## src/rtl/lcd_text_engine_pkg.sv

```systemverilog
// lcd_pkg: shared constants, enums and helpers for the character-LCD text engine.
package lcd_pkg;
    localparam int         INIT_LEN      = 4;
    localparam logic [7:0] CMD_FUNC_SET  = 8'h38;
    localparam logic [7:0] CMD_DISP_ON   = 8'h0C;
    localparam logic [7:0] CMD_CLEAR     = 8'h01;
    localparam logic [7:0] CMD_ENTRY     = 8'h06;
    localparam logic [7:0] INIT_CMD [INIT_LEN] = '{CMD_FUNC_SET, CMD_DISP_ON, CMD_CLEAR, CMD_ENTRY};
    localparam logic [7:0] CMD_SET_DDRAM = 8'h80;
    localparam logic [7:0] ROW_BASE [4]  = '{8'h00, 8'h40, 8'h14, 8'h54};
    localparam logic [7:0] ASCII_SPACE   = 8'h20;
    typedef enum logic [1:0] {P_INIT, P_ROWADDR, P_CHAR} phase_e;
    typedef enum logic [2:0] {S_IDLE, S_ISSUE, S_WAIT, S_GAP, S_NEXT} state_e;
    // Index width with a floor of one bit so single-entry dimensions still get a port.
    function automatic int idx_w(input int n);
        return (n > 1) ? $clog2(n) : 1;
    endfunction
endpackage

```

## src/rtl/lcd_text_engine_if.sv

```systemverilog
// lcd_text_engine_if: framebuffer write port plus LCD_Controller handshake.
//   master: the engine (drives oREADY/oBUSY/oDATA/oRS/oSTART, receives writes and iDONE)
//   slave : game logic + controller side
//   LCD_NUM_FIELD_EN adds the iNUM_* two-digit number write port.
interface lcd_text_engine_if import lcd_pkg::*; #(
    parameter int ROWS = 2,
    parameter int COLS = 16
);
    localparam int RW = idx_w(ROWS);
    localparam int CW = idx_w(COLS);
    logic          iWR;
    logic [RW-1:0] iWR_ROW;
    logic [CW-1:0] iWR_COL;
    logic [7:0]    iWR_CHAR;
`ifdef LCD_NUM_FIELD_EN
    logic          iNUM_WR;
    logic [RW-1:0] iNUM_ROW;
    logic [CW-1:0] iNUM_COL;
    logic [6:0]    iNUM_VAL;
`endif
    logic          oREADY;
    logic          oBUSY;
    logic [7:0]    oDATA;
    logic          oRS;
    logic          oSTART;
    logic          iDONE;
    modport master (
`ifdef LCD_NUM_FIELD_EN
        input  iNUM_WR, iNUM_ROW, iNUM_COL, iNUM_VAL,
`endif
        input  iWR, iWR_ROW, iWR_COL, iWR_CHAR, iDONE,
        output oREADY, oBUSY, oDATA, oRS, oSTART
    );
    modport slave (
`ifdef LCD_NUM_FIELD_EN
        output iNUM_WR, iNUM_ROW, iNUM_COL, iNUM_VAL,
`endif
        output iWR, iWR_ROW, iWR_COL, iWR_CHAR, iDONE,
        input  oREADY, oBUSY, oDATA, oRS, oSTART
    );
endinterface

```

## src/rtl/lcd_text_engine_row_arbiter.sv

```systemverilog
// lcd_row_arbiter: picks the lowest-indexed set bit of the dirty-row vector.
//   dirty in  ROWS  dirty flags
//   valid out 1     any row dirty
//   row   out RW    lowest dirty row (0 when none)
module lcd_row_arbiter #(
    parameter int ROWS = 2,
    parameter int RW   = 1
) (
    input  logic [ROWS-1:0] dirty,
    output logic            valid,
    output logic [RW-1:0]   row
);
    always_comb begin
        valid = |dirty;
        row   = '0;
        for (int i = ROWS - 1; i >= 0; i--)
            if (dirty[i]) row = RW'(i);
    end
endmodule

```

## src/rtl/lcd_text_engine.sv

```systemverilog
// lcd_text_engine: ROWS x COLS character framebuffer with dirty-row refresh to an HD44780 via LCD_Controller.
//   iCLK   in  clock
//   iRST_N in  asynchronous active-low reset
//   bus    lcd_text_engine_if.master: iWR/iWR_ROW/iWR_COL/iWR_CHAR writes, oREADY, oBUSY,
//          oDATA/oRS/oSTART/iDONE controller handshake
//   Optional LCD_NUM_FIELD_EN: iNUM_WR/iNUM_ROW/iNUM_COL/iNUM_VAL two-digit number writes.
module lcd_text_engine import lcd_pkg::*; #(
    parameter int ROWS       = 2,
    parameter int COLS       = 16,
    parameter int DLY_CYCLES = 262142
) (
    input logic               iCLK,
    input logic               iRST_N,
    lcd_text_engine_if.master bus
);
    localparam int RW = idx_w(ROWS);
    localparam int CW = idx_w(COLS);
    localparam int IW = idx_w(COLS > INIT_LEN ? COLS : INIT_LEN);
    localparam int DW = idx_w(DLY_CYCLES);

    state_e          state_q, state_d;
    phase_e          phase_q, phase_d;
    logic [IW-1:0]   item_q, item_d;
    logic [RW-1:0]   row_q, row_d;
    logic [DW-1:0]   cnt_q, cnt_d;
    logic            ready_q, ready_d;
    logic [7:0]      data_q, data_d;
    logic            rs_q, rs_d;
    logic            start_q, start_d;
    logic [ROWS-1:0] dirty_q, dirty_d;
    logic [7:0]      fb_q [ROWS][COLS];
    logic [7:0]      fb_d [ROWS][COLS];
    logic            arb_valid;
    logic [RW-1:0]   arb_row;

    lcd_row_arbiter #(.ROWS(ROWS), .RW(RW)) u_arb (
        .dirty (dirty_q),
        .valid (arb_valid),
        .row   (arb_row)
    );

`ifdef LCD_NUM_FIELD_EN
    logic [6:0] num_v;
    logic [7:0] num_tens, num_ones;
    assign num_v    = (bus.iNUM_VAL > 7'd99) ? 7'd99 : bus.iNUM_VAL;
    assign num_tens = 8'h30 + 8'(num_v / 7'd10);
    assign num_ones = 8'h30 + 8'(num_v % 7'd10);
`endif

    assign bus.oREADY = ready_q;
    assign bus.oBUSY  = (state_q != S_IDLE) || (|dirty_q);
    assign bus.oDATA  = data_q;
    assign bus.oRS    = rs_q;
    assign bus.oSTART = start_q;

    always_comb begin
        state_d = state_q;
        phase_d = phase_q;
        item_d  = item_q;
        row_d   = row_q;
        cnt_d   = cnt_q;
        ready_d = ready_q;
        data_d  = data_q;
        rs_d    = rs_q;
        start_d = start_q;
        dirty_d = dirty_q;
        fb_d    = fb_q;
        case (state_q)
            S_ISSUE: begin
                start_d = 1'b1;
                state_d = S_WAIT;
                if (phase_q == P_INIT) begin
                    data_d = INIT_CMD[2'(item_q)];
                    rs_d   = 1'b0;
                end else if (phase_q == P_ROWADDR) begin
                    // Clearing here means any write arriving during the row's bytes re-marks it.
                    row_d            = arb_row;
                    dirty_d[arb_row] = 1'b0;
                    data_d           = CMD_SET_DDRAM | ROW_BASE[2'(arb_row)];
                    rs_d             = 1'b0;
                end else begin
                    data_d = fb_q[row_q][CW'(item_q)];
                    rs_d   = 1'b1;
                end
            end
            S_WAIT: begin
                if (bus.iDONE) begin
                    start_d = 1'b0;
                    state_d = S_GAP;
                end
            end
            S_GAP: begin
                if (cnt_q == DW'(DLY_CYCLES - 1)) begin
                    cnt_d   = '0;
                    state_d = S_NEXT;
                end else begin
                    cnt_d = cnt_q + DW'(1);
                end
            end
            S_NEXT: begin
                if (phase_q == P_ROWADDR) begin
                    phase_d = P_CHAR;
                    item_d  = '0;
                    state_d = S_ISSUE;
                end else if ((phase_q == P_INIT && item_q == IW'(INIT_LEN - 1)) ||
                             (phase_q == P_CHAR && item_q == IW'(COLS - 1))) begin
                    ready_d = 1'b1;
                    phase_d = P_ROWADDR;
                    item_d  = '0;
                    state_d = arb_valid ? S_ISSUE : S_IDLE;
                end else begin
                    item_d  = item_q + IW'(1);
                    state_d = S_ISSUE;
                end
            end
            S_IDLE: begin
                start_d = 1'b0;
                if (arb_valid) begin
                    phase_d = P_ROWADDR;
                    state_d = S_ISSUE;
                end
            end
            default: state_d = S_IDLE;
        endcase
        // Writes come after the dirty-clear so a same-cycle set on the same row wins.
        if (bus.iWR && int'(bus.iWR_ROW) < ROWS && int'(bus.iWR_COL) < COLS) begin
            fb_d[bus.iWR_ROW][bus.iWR_COL] = bus.iWR_CHAR;
            dirty_d[bus.iWR_ROW]           = 1'b1;
        end
`ifdef LCD_NUM_FIELD_EN
        if (bus.iNUM_WR && int'(bus.iNUM_ROW) < ROWS && int'(bus.iNUM_COL) < COLS) begin
            fb_d[bus.iNUM_ROW][bus.iNUM_COL] = num_tens;
            dirty_d[bus.iNUM_ROW]            = 1'b1;
            if (int'(bus.iNUM_COL) + 1 < COLS)
                fb_d[bus.iNUM_ROW][bus.iNUM_COL + CW'(1)] = num_ones;
        end
`endif
    end

    always_ff @(posedge iCLK or negedge iRST_N) begin
        if (!iRST_N) begin
            state_q <= S_ISSUE;
            phase_q <= P_INIT;
            item_q  <= '0;
            row_q   <= '0;
            cnt_q   <= '0;
            ready_q <= 1'b0;
            data_q  <= '0;
            rs_q    <= 1'b0;
            start_q <= 1'b0;
            dirty_q <= '1;
            for (int r = 0; r < ROWS; r++)
                for (int c = 0; c < COLS; c++)
                    fb_q[r][c] <= ASCII_SPACE;
        end else begin
            state_q <= state_d;
            phase_q <= phase_d;
            item_q  <= item_d;
            row_q   <= row_d;
            cnt_q   <= cnt_d;
            ready_q <= ready_d;
            data_q  <= data_d;
            rs_q    <= rs_d;
            start_q <= start_d;
            dirty_q <= dirty_d;
            fb_q    <= fb_d;
        end
    end
endmodule
```

## src/flat_wrapper.sv

```systemverilog
// flat-port wrapper written by rule: the top's interface ports become plain ports
module lcd_text_engine_flat import lcd_pkg::*;
#(
    parameter int ROWS       = 2,
    parameter int COLS       = 16,
    parameter int DLY_CYCLES = 262142
)
  (iCLK, iRST_N, bus_iWR, bus_iWR_ROW, bus_iWR_COL, bus_iWR_CHAR, bus_iDONE, bus_oREADY, bus_oBUSY, bus_oDATA, bus_oRS, bus_oSTART);
  lcd_text_engine_if #(.ROWS(ROWS), .COLS(COLS)) bus_i ();
  input logic iCLK;
  input logic iRST_N;
  input wire logic [$bits(bus_i.iWR)-1:0] bus_iWR;
  input wire logic [$bits(bus_i.iWR_ROW)-1:0] bus_iWR_ROW;
  input wire logic [$bits(bus_i.iWR_COL)-1:0] bus_iWR_COL;
  input wire logic [$bits(bus_i.iWR_CHAR)-1:0] bus_iWR_CHAR;
  input wire logic [$bits(bus_i.iDONE)-1:0] bus_iDONE;
  output wire logic [$bits(bus_i.oREADY)-1:0] bus_oREADY;
  output wire logic [$bits(bus_i.oBUSY)-1:0] bus_oBUSY;
  output wire logic [$bits(bus_i.oDATA)-1:0] bus_oDATA;
  output wire logic [$bits(bus_i.oRS)-1:0] bus_oRS;
  output wire logic [$bits(bus_i.oSTART)-1:0] bus_oSTART;
  assign bus_i.iWR = bus_iWR;
  assign bus_i.iWR_ROW = bus_iWR_ROW;
  assign bus_i.iWR_COL = bus_iWR_COL;
  assign bus_i.iWR_CHAR = bus_iWR_CHAR;
  assign bus_i.iDONE = bus_iDONE;
  assign bus_oREADY = bus_i.oREADY;
  assign bus_oBUSY = bus_i.oBUSY;
  assign bus_oDATA = bus_i.oDATA;
  assign bus_oRS = bus_i.oRS;
  assign bus_oSTART = bus_i.oSTART;
  lcd_text_engine #(.ROWS(ROWS), .COLS(COLS), .DLY_CYCLES(DLY_CYCLES)) u_core (.iCLK(iCLK), .iRST_N(iRST_N), .bus(bus_i));
endmodule
```

## config.mk

```make
export PLATFORM = sky130hd
export DESIGN_NAME = lcd_text_engine_flat
export DESIGN_NICKNAME = d
export VERILOG_FILES = /design/src/rtl/lcd_text_engine_pkg.sv /design/src/rtl/lcd_text_engine_if.sv /design/src/rtl/lcd_text_engine_row_arbiter.sv /design/src/rtl/lcd_text_engine.sv /design/src/flat_wrapper.sv
export SDC_FILE = /design/constraint.sdc
export NUM_CORES = 1
export LEC_CHECK = 0
export BUFFER_PORTS_ARGS = -buffer_cell sky130_fd_sc_hd__buf_2
export CORE_MARGIN = 1
export CORE_UTILIZATION = 50
export CTS_CLUSTER_DIAMETER = 30
export DETAILED_ROUTE_END_ITERATION = 16
export HOLD_SLACK_MARGIN = 0.12
export PLACE_DENSITY_LB_ADDON = 0.25
export SETUP_SLACK_MARGIN = 0.1
export SLEW_MARGIN = 20
export SYNTH_ARGS = -nofsm -noshare
export SYNTH_HDL_FRONTEND = slang
export SYNTH_SLANG_ARGS = --single-unit
export TNS_END_PERCENT = 20
```

## constraint.sdc

```tcl
create_clock -name iCLK -period 4.95 [get_ports iCLK]
set_input_delay 0.2475 -clock iCLK [delete_from_list [all_inputs] [get_ports iCLK]]
set_output_delay 0.2475 -clock iCLK [all_outputs]
set_load 0.02 [all_outputs]
```

==> results.md <==
* Routed WL per cell at 22.94 um
* RSZ-0062 raised after global routing: no
* Main area contributors after synthesis: dfrtp_1, mux2_2, mux4_2
* Multi-input logic area at 0.006112 sq mm
* Initial drt markers at 699
* Slew Limit Fails at 0
* Achievable clock frequency at 352.0 MHz
* Combinational Power Share at 9.9%
* Switching share of power at 23.13%
* R2R Path End: u_core.bus.oDATA[6]
* Final period utilization at 57.39%
* Min Tclk post-route at 2.841 ns
* Post-synthesis compound-gate area fraction at 4.823%
* Rel. slew slack at 25.39%
* Setup-failing EPs final at 0
* Mapped cell area at 0.01398 sq mm
* Synth Area in Simple Gates at 6.881%
* Gr usage total at 24.96%
* Layout area overhead at 19.54%
* Die Span Y at 169.2 um
* Seq/Total Area, Yosys at 53.46%
* Setup TNS at 0 ns
* Fin Hold WS at 0.2691 ns
* Worst VDD drop at 0.2629 mV
* Worst slack at placement at 2.118 ns
* Leading area contributor after synthesis: dfrtp_1
* Worst reg2reg setup slack at 2.11 ns
* Number of global-route vias before repair at 9074
* Worst setup path class: reg2reg
* Cell depth of the worst flop-to-flop path at 6
* Pin count of the biggest net entering global routing at 118
* Average size of a mapped cell at 13.87 sq um
* CTS Buffer Depth at 3
* Adder-cell share of the synthesized area at 0.4474%
* Largest family of logic cells by synthesized area: multiplexers
* Final #Nets at 1071
* PortBufs at 28
* Antenna fix cells at 0
* CORE AREA at 0.02718 sq mm
* Clock power frac at 52.9%
* Most common cell after layout, fill and taps aside: dfrtp_1
* Pwr dens at 507.4 mW/mm^2
* Total wire length at 33880 um
* MaxCap Viol Count at 0
* Overall power at 8.482 mW
* Req. time, crit path at 5.36 ns
* Initial antenna violation count at 0
* Top-level I/O count at 29
* Max Fanout on Critical Path at 48
* H-tree Lvls at 3
* Post-synth top flop: dfrtp_1
* Critical path, cell by cell: buf_4, mux4_1, a22o_1, a211oi_1, a211o_1, nand3_1
* Mux cell area share after synthesis at 31.52%
* CTS root buffer: clkbuf_16
* Hold WC Path Type: in2async
* Vias/cell at 6.017
* WP data arrival at 3.26 ns
* DRT antenna net count at 0
* Post-Synth XOR/XNOR Area at 0%
* Clk sinks at 297
* Fill cells at 2059
* Ys Warns at 0
* Synth Instances at 1008
* DRC viols at 0
* Worst Tran Pin Value at 1.117 ns
* Async S/R FF share, synth at 100.0%
* Drt pass-1 iters at 5
* Setup Buffers After CTS at 0
* Num CTS Buffers at 69
* Status: completed
* CTS tree: built
* Die width at 169.2 um
* Commonest cells after routing, fill and taps aside: dfrtp_1, mux2_2, clkbuf_16, nand2_1, mux4_2
* GRT overflow at 0
* Crit. Startpoint: u_core.row_q
* Syn nets at 1030
* Share of cells above drive strength 1 at 44.25%
* GP Congestion at 0.8726
* Setup crit end kind: register
* Register area at 0.007481 sq mm
* Critical path buffers and inverters at 1
* Final WS setup at 2.109 ns
* Rows at 60
* #FFs+latches synth at 297
* Crit path max-delay cell type: dfrtp_4
* Worst-Skew Late Latency at 0.54 ns
* Synth cell types at 58
* Leak pwr at 7.243 nW
* FF-to-FF Start: u_core.row_q
* Die area at 0.02864 sq mm
* P_sw at 1.962 mW
* Reg power frac at 37.2%
* Vias at 8887
* Final Skew at 0.01379 ns
* Reg clk slew, reported paths at 0.04 ns
* Final Util at 61.51%
* Worst setup SP type: register
* CP max stage delay at 1.04 ns
* Initial Utilization at 51.45%
* Hold Vio Cnt, Final at 0
* Cell Int Power at 6.520 mW
* First-pass GRT wire length at 54240 um
* CP top delay family: flip-flops
* Number of synthesized flops with an enable pin at 0
* Post-synth top area share at 46.89%
* Detailed Place HPWL at 20810 um
-- sequential cells by signal, summed over array words and instances (netlist names), 2 cells and up --
signal	count
u_core.fb_q	256
u_core.cnt_q	18
u_core.dirty_q	2
u_core.bus.oDATA	8
u_core.item_q	4
u_core.state_q	3
u_core.phase_q	2
-- cell type report --
type	count	share of cell area, %
inverter	9	0.2021
sequential	297	44.75
multi-input combinational	629	36.56
clock buffer	103	12.37
tap	372	2.784
timing repair buffer	43	1.707
clock inverter	24	1.617
-- cell families (layout without fill, tap and decap cells) --
kind of cell	count (synthesis)	after routing
AOI/OAI and AO/OA	103	103
buffers and inverters	82	179
adders and majority gates	5	5
DFF	297	297
muxes	333	333
and+or+nand+nor	188	188
-- per-stage QoR --
step                      area, sq um  instances
after global routing            16720       1477
after detailed placement        14330       1346
after CTS                       16710       1477
final                           16720       1477
after global placement          14330       1346
after floorplan                 13980       1008
-- how the worst max path moves through the flow --
stage | depth (start not counted) | to | slack, ns
floorplan | 7 | u_core.cnt_q[16] | 3.03
global placement | 5 | u_core.bus.oDATA[0] | 2.15
detailed placement | 5 | u_core.bus.oDATA[0] | 2.12
CTS | 6 | u_core.bus.oDATA[6] | 2.10
global route | 5 | u_core.bus.oDATA[0] | 1.95
finish | 6 | u_core.bus.oDATA[6] | 2.11
-- cell usage after synthesis (all sizes together), types with 7 or more instances --
| master | instances |
|---|---|
| a211oi | 7 |
| a21oi | 12 |
| a22oi | 7 |
| a31oi | 9 |
| buf | 23 |
| clkbuf | 50 |
| dfrtp | 262 |
| dfstp | 35 |
| inv | 9 |
| mux2 | 257 |
| mux2i | 20 |
| mux4 | 56 |
| nand2 | 66 |
| nand3 | 27 |
| nand4 | 9 |
| nor2 | 33 |
| nor2b | 12 |
| nor3 | 9 |
| o21ai | 31 |
| o22ai | 8 |
-- power groups by stage --
stage                     combinational (mW)  clock [mW]  sequential [mW]
after CTS                              0.847        4.53             3.15
after detailed placement               0.837           0             3.18
after floorplan                        0.651           0             3.09
final                                  0.839        4.49             3.16
after global placement                 0.808           0             3.17
after global routing                   0.919        4.68             3.21
-- routing by layer --
metal	up-vias	routed length (um)	global-route usage (%)
li1	3852	-	-
met1	4690	15750	36.35
met2	293	15190	36.73
met3	52	2113	5.644
met4	0	823	8.931
met5	-	0	0
-- worst reg2reg max path: stages (launching register included) --
cell and delay [ns]:
dfrtp_4 1.04, buf_4 0.42, mux4_1 0.58, a22o_1 0.24, a211oi_1 0.24, a211o_1 0.14
nand3_1 0.06
-- repair_timing --
item | in CTS | in global routing
endpoints found under the hold margin | 70 | 0
resized for setup | 0 | 0
hold buffers | 4 | 0
endpoints found under the setup margin | 0 | 0
(Power assumes the default switching activity.)
